### config.mk
export PLATFORM = sky130hd
export DESIGN_NAME = credit_latency_decoupler
export DESIGN_NICKNAME = d
export VERILOG_FILES = /design/src/rtl/credit_latency_decoupler.sv
export SDC_FILE = /design/constraint.sdc
export NUM_CORES = 1
export LEC_CHECK = 0
export ABC_CLOCK_PERIOD_IN_PS = 10300
export BUFFER_PORTS_ARGS = -buffer_cell sky130_fd_sc_hd__buf_2
export CAP_MARGIN = 10
export CORE_AREA = 2 2 101 103
export CTS_CLUSTER_SIZE = 16
export DETAILED_ROUTE_END_ITERATION = 8
export DIE_AREA = 0 0 103 105
export HOLD_SLACK_MARGIN = 0.1
export PLACE_DENSITY = 0.79
export SLEW_MARGIN = 10
export SYNTH_ARGS = -nofsm -noshare
export SYNTH_HDL_FRONTEND = slang
export SYNTH_SLANG_ARGS = --single-unit
### constraint.sdc
create_clock -name clk -period 10.3 [get_ports clk]
set_input_delay 0.515 -clock clk [delete_from_list [all_inputs] [get_ports clk]]
set_output_delay 0.515 -clock clk [all_outputs]
set_load 0.01 [all_outputs]
### src/rtl/credit_latency_decoupler.sv
// Credit-based decoupler between a fixed-latency external pipeline and a ready/valid consumer.
// Optional status outputs (occupancy, overflow) are enabled by CREDIT_LATENCY_DECOUPLER_STATUS_EN.
module credit_latency_decoupler #(
  parameter int DATA_W  = 16,
  parameter int LATENCY = 3,
  parameter int DEPTH   = 8
) (
  input  logic              clk,
  input  logic              rst,
  input  logic              din_valid,
  output logic              din_ready,
  input  logic [DATA_W-1:0] pipe_data,
  output logic [DATA_W-1:0] dout_data,
  output logic              dout_valid,
  input  logic              dout_ready
`ifdef CREDIT_LATENCY_DECOUPLER_STATUS_EN
  ,
  output logic [$clog2(DEPTH):0] occupancy,
  output logic                   overflow
`endif
);

  localparam int AW = $clog2(DEPTH);
  localparam int PW = AW + 1;
  localparam int IW = $clog2(LATENCY + 1);

  logic [LATENCY-1:0] r_vpipe;
  logic [IW-1:0]      r_in_flight;
  logic [PW-1:0]      r_wptr;
  logic [PW-1:0]      r_rptr;
  logic               r_run;
  logic [DATA_W-1:0]  r_mem [DEPTH];

  logic               w_issue;
  logic               w_wr;
  logic               w_pop;
  logic               w_full;
  logic [PW-1:0]      w_occ;
  logic [31:0]        w_used;

  assign w_occ      = r_wptr - r_rptr;
  assign w_full     = (w_occ == PW'(DEPTH));
  assign w_issue    = din_valid & din_ready;
  assign w_wr       = r_vpipe[LATENCY-1];
  assign w_pop      = dout_valid & dout_ready;
  // Credits come only from registered state, so a pop is visible to din_ready one cycle later.
  assign w_used     = 32'(r_in_flight) + 32'(w_occ);
  assign din_ready  = r_run & (w_used < 32'(DEPTH));
  assign dout_valid = (w_occ != '0);
  assign dout_data  = r_mem[r_rptr[AW-1:0]];

  always_ff @(posedge clk or negedge rst) begin
    if (!rst) begin
      r_vpipe     <= '0;
      r_in_flight <= '0;
      r_wptr      <= '0;
      r_rptr      <= '0;
      r_run       <= 1'b0;
    end else begin
      r_run      <= 1'b1;
      r_vpipe[0] <= w_issue;
      for (int unsigned i = 1; i < LATENCY; i++) begin
        r_vpipe[i] <= r_vpipe[i-1];
      end
      case ({w_issue, w_wr})
        2'b10:   r_in_flight <= r_in_flight + IW'(1);
        2'b01:   r_in_flight <= r_in_flight - IW'(1);
        default: r_in_flight <= r_in_flight;
      endcase
      if (w_wr && !w_full) begin
        r_wptr <= r_wptr + PW'(1);
      end
      if (w_pop) begin
        r_rptr <= r_rptr + PW'(1);
      end
    end
  end

  // Storage is deliberately left out of reset; validity is tracked by the pointers.
  always_ff @(posedge clk) begin
    if (w_wr && !w_full) begin
      r_mem[r_wptr[AW-1:0]] <= pipe_data;
    end
  end

`ifdef CREDIT_LATENCY_DECOUPLER_STATUS_EN
  logic r_overflow;

  always_ff @(posedge clk or negedge rst) begin
    if (!rst) begin
      r_overflow <= 1'b0;
    end else if (w_wr && w_full) begin
      r_overflow <= 1'b1;
    end
  end

  assign occupancy = w_occ;
  assign overflow  = r_overflow;
`endif

endmodule

Yosys cells after proc, flatten, opt, wreduce, memory -nomap -nowiden
Memory sizes are Yosys's and may differ from the RTL's.
Index checks and enable logic that the tools add are counted.
- memory bits (read-only): 0
- input bits: 20
- memory bits (writable): 128
- register bits after elaboration: 14
- word-level logic and storage cells: 26
- memories kept: 1
- latch bits: 0
- $add $sub $neg: 6
- bitwise logic cells: 3
- equal/unequal tests: 3
- reductions and logical operators: 4
- $mul: 0
- order comparisons: 1
- muxes and demuxes: 3
- div/mod/pow operators: 0
- shifts and indexed selects: 0
- memory list (memory ; words ; bits a word ; rd ports ; clocked after memory_dff ; wr ports ; RTL line ; source):
    r_mem ; 8 ; 16 ; 1 ; 0 ; 1 ; 32 ; logic [DATA_W-1:0] r_mem [DEPTH];
- operators by type and width (operator ; count):
    adder 4 x 1 -> 4 bit, second input constant ; 2
    adder 2 x 4 -> 5 bit ; 1
    < comparator 5 x 4 -> 1 bit, second input constant ; 1
    equality test 4 bit, second input constant ; 1
    one-hot mux 2 bit (2 select lines) ; 1
    nonzero test 4 bit ; 1
    subtractor 4 bit ; 1
    AND 1 bit ; 3
    adder 2 x 1 -> 2 bit, second input constant ; 1
    equality test 2 x 1 -> 1 bit, second input constant ; 1
    equality test 2 bit, second input constant ; 1
    two-way mux 1 bit ; 2
    nonzero test 2 bit ; 1
    subtractor 2 x 1 -> 2 bit, second input constant ; 1
    logical AND 1 bit ; 1
    logical NOT 1 bit ; 1

Logic depth before layout (Yosys ltp)
- depth in word-level cells: 7
- gate-level depth with buffers: 14
- gate-level depth less buffers: 14

Least setup slack after synthesis
No wires, ideal clock.
- kind: flip-flop to flip-flop
- start: reg r_rptr[2]
- end: mem r_mem[0][0] (enable)
- stages on the path, launching flop included: 10
- data arrival time: 3327 ps
- buffers on the path: 2
- period minus slack after synthesis: 3736 ps
- setup time: 409 ps
- path slack: 6564 ps
- cell sequence: dfrtp_1 -> clkbuf_1 -> clkinv_1 -> clkbuf_1 -> ha_1 -> a21oi_1 -> o21ai_4 -> xnor2_4 -> o211ai_1 -> nor3_1
- word-level cells in the longest chain between the ends: 6
- RTL lines (what ; RTL line ; source):
    start: declaration ; 30 ; logic [PW-1:0] r_rptr;
    start signal: assignment ; 74 ; r_rptr <= r_rptr + PW'(1);
    subtractor 4 bit ; 41 ; assign w_occ = r_wptr - r_rptr;
    equality test 4 bit ; 42 ; assign w_full = (w_occ == PW'(DEPTH));
    logical NOT 1 bit ; 81 ; if (w_wr && !w_full) begin
    logical AND 1 bit ; 81 ;
    two-way mux 1 bit ; 81 ;
    two-way mux 1 bit (not written as such) ; 82 ; r_mem[r_wptr[AW-1:0]] <= pipe_data;
    end: declaration ; 32 ;
No other way between the ends.

Final worst setup path
- start: reg r_rptr[2]
- end: out din_ready
- word-level cells in the longest chain between the ends: 4
- RTL lines (what ; RTL line ; source):
    subtractor 4 bit ; 41 ;
    adder 2 x 4 -> 5 bit ; 47 ; assign w_used = 32'(r_in_flight) + 32'(w_occ);
    < comparator 5 x 4 -> 1 bit ; 48 ; assign din_ready = r_run & (w_used < 32'(DEPTH));
    AND 1 bit ; 48 ;
    end: declaration ; 11 ; output logic din_ready,
No other way between the ends.

==> impl_metrics.env <==
export IMPL_final_antenna_net_count=0
export IMPL_grt_usage_pct=21.54
export IMPL_cts_setup_buffers=0
export IMPL_hold_viol=0
export IMPL_relSlewSlack_pct=49.37
export IMPL_path_clk_slew_ps=60
export IMPL_synth_top_flop_cell="edfxtp_1"
export IMPL_antenna_found_initial=0
export IMPL_synth_compound_area_share_pct=1.594
export IMPL_synthSimpleGateAreaFrac_pct=5.467
export IMPL_r2r_cells=8
export IMPL_cp_required_ps=9790
export IMPL_ir_drop_mv=0.2245
export IMPL_htreeDepth=4
export IMPL_yosysMostFrequentCell="edfxtp_1"
export IMPL_drt_iter0_markers=224
export IMPL_met1_length_mm=4.381
export IMPL_clock_sinks=142
export IMPL_wl_met3_um=470
export IMPL_critPathSlowestCell="dfrtp_1"
export IMPL_die_y_um=105
export IMPL_worstSetupStartpointType="flop"
export IMPL_ys_top_cells_by_count="edfxtp_1 (128), nand2_1 (53), mux4_2 (32)"
export IMPL_fp_coreArea_um2=9639
export IMPL_power_density_nw_per_um2=291.2
export IMPL_pin_count=38
export IMPL_wl_met2_mm=5.752
export IMPL_rows=36
export IMPL_fmax_ghz=0.2346
export IMPL_synth_top_family_by_area="multiplexers"
export IMPL_post_drt_wl_per_cell_um=21.40
export IMPL_netlist_top_cells_area="edfxtp_1 (68%), mux4_2 (13%), dfrtp_1 (6.2%)"
export IMPL_synth_xor_area_share_pct=2.324
export IMPL_clockBufferDepth=2
export IMPL_r2r_start="r_rptr[2]"
export IMPL_yosysTopAreaCell="edfxtp_1"
export IMPL_crit_start="r_rptr[2]"
export IMPL_clock_skew_ps=15.16
export IMPL_antennaDiodeCount=0
export IMPL_grt_max_degree=37
export IMPL_place_congestion=0.7281
export IMPL_cp_arrival_ps=3750
export IMPL_crit_family="buffers and inverters"
export IMPL_wl_mm=10.70
export IMPL_path_cells="clkinv_1 > ha_1 > a21oi_1 > o21ai_4 > xnor2_4 > and3_2 > buf_2"
export IMPL_vias=2823
export IMPL_crit_buf_inv=2
export IMPL_netlist_area_um2=5653
export IMPL_overflow=0
export IMPL_drv_slew=0
export IMPL_synthArstFlopShare_pct=9.859
export IMPL_grt_pass1_vias=2904
export IMPL_finalSetupViolCount=0
export IMPL_r2r_end="r_mem[2][11]"
export IMPL_synth_top_area_share_pct=67.99
export IMPL_ys_ff_latch=142
export IMPL_yosysWarnings=0
export IMPL_avgSynthCellArea_um2=18.91
export IMPL_ys_seq_area_share_pct=74.19
export IMPL_fin_crit_ps=4262
export IMPL_worst_skew_pair_late_latency_ps=520
export IMPL_cts_buffers=17
export IMPL_initial_core_util_pct=58.64
export IMPL_rsz0062_at_grt="no"
export IMPL_max_cap_viol_count=0
export IMPL_synth_edf_count=128
export IMPL_synth_fa_ha_area_share_pct=1.903
export IMPL_tightestPinTransition_ps=759.5
export IMPL_hpwlAfterDp_mm=5.878
export IMPL_highest_layer="met4"
export IMPL_syn_to_final_growth_pct=16.71
export IMPL_dieArea_um2=10820
export IMPL_via_per_inst=5.646
export IMPL_finalNetCount=382
export IMPL_post_route_period_util_pct=41.38
export IMPL_cp_slowest_stage_delay_ps=830
export IMPL_cts_tree="done"
export IMPL_drive_gt1_share_pct=32.43
export IMPL_path_max_fanout=18
export IMPL_p_leak_uw=0.002345
export IMPL_synth_mux_area_share_pct=13.21
export IMPL_end_kind="primary output"
export IMPL_die_x_um=103
export IMPL_whs_ps=258.4
export IMPL_syn_inst=299
export IMPL_ctsRootBufferMaster="clkbuf_8"
export IMPL_hold_path_class="input port to flop"
export IMPL_reg2reg_slack_ps=6390
export IMPL_status="finished clean"
export IMPL_io_buffers=37
export IMPL_worstSetupEndpoint="din_ready"
export IMPL_grt_pass1_wl_mm=16.38
export IMPL_drtPass1Iterations=4
export IMPL_path_class="flop to primary output"
export IMPL_syn_num_nets=327
export IMPL_ys_types=35
export IMPL_path_depth=7
export IMPL_drc=0
export IMPL_tns_ps=0
## where the power goes
part           switching [uW]  total (uW)  internal (uW)
registers                46.5         725            678
logic                     345         633            288
clock network             240         563            324
total                     631        1920           1290
## final cells by class
type	instances	area [um^2]
Sequential cell	142	4195
Fill cell	637	3042
Multi-Input combinational cell	141	1399
Clock buffer	18	417.9
Timing Repair Buffer	48	270.3
Tap cell	133	166.4
Clock inverter	14	133.9
Inverter	4	15.01
## routing by layer
metal | track usage [%] | up-vias
met1 | 29.26 | 1458
met5 | 0 | -
met3 | 5.485 | 7
met4 | 6.767 | 0
li1 | - | 1268
met2 | 34.46 | 90
## cells in the final DEF, fill, tap and decap left out, drive strengths merged
master	count
a21bo	1
fa	1
o21ai	3
conb	1
nand2	54
o31ai	1
inv	7
clkbuf	18
clkinvlp	2
nor2	9
dfrtp	14
buf	47
nor3	3
o211ai	3
nand2b	2
nor3b	1
xor2	3
bufinv	1
nand4	2
xnor2	9
or3b	1
a21oi	4
edfxtp	128
clkinv	8
dlygate4sd3	1
mux4	32
and2	1
mux2	2
and3	1
ha	7
## worst min path at each step
stage,startpoint,end,slack [ps],cells after the start
2_1_floorplan,rst,r_in_flight[0],220,0
3_3_place_gp,r_vpipe[0],r_vpipe[1],340,0
3_5_place_dp,r_vpipe[0],r_vpipe[1],340,0
4_1_cts,din_valid,r_vpipe[0],240,2
5_1_grt,din_valid,r_vpipe[0],240,2
6_report,din_valid,r_vpipe[0],260,2
## flip-flops by register name, indices dropped and copies added, names as in the netlist
name	cells
r_run	1
r_rptr	4
r_vpipe	3
r_wptr	4
r_mem	128
r_in_flight	2
## per-stage QoR
step / power, uW / worst slack, ps / std cells / cell area, um^2 / utilization, %
floorplan: 1199 / 6564 / 299 / 5653 / -
global placement: 1351 / 6602 / 467 / 6036 / 62.62
detailed placement: 1370 / 6367 / 467 / 6036 / 62.62
CTS: 1941 / 5980 / 500 / 6598 / 68.45
global route: 2027 / 5717 / 500 / 6598 / 68.45
finish: 1921 / 6038 / 500 / 6598 / 68.45
## what timing repair did
item,CTS,global route
hold endpoints to repair,14,0
resized for setup,0,0
hold buffers,1,0
## kinds of logic after synthesis
logic type                 count (synthesis)
muxes                                     34
adders and majority gates                  8
xor gates and xnor gates                  12
AOI/OAI and AO/OA                         12
other                                      1
DFF                                      142
buffers and inverters                     16
and+or+nand+nor                           74
Power figures use the tool's default switching activity.
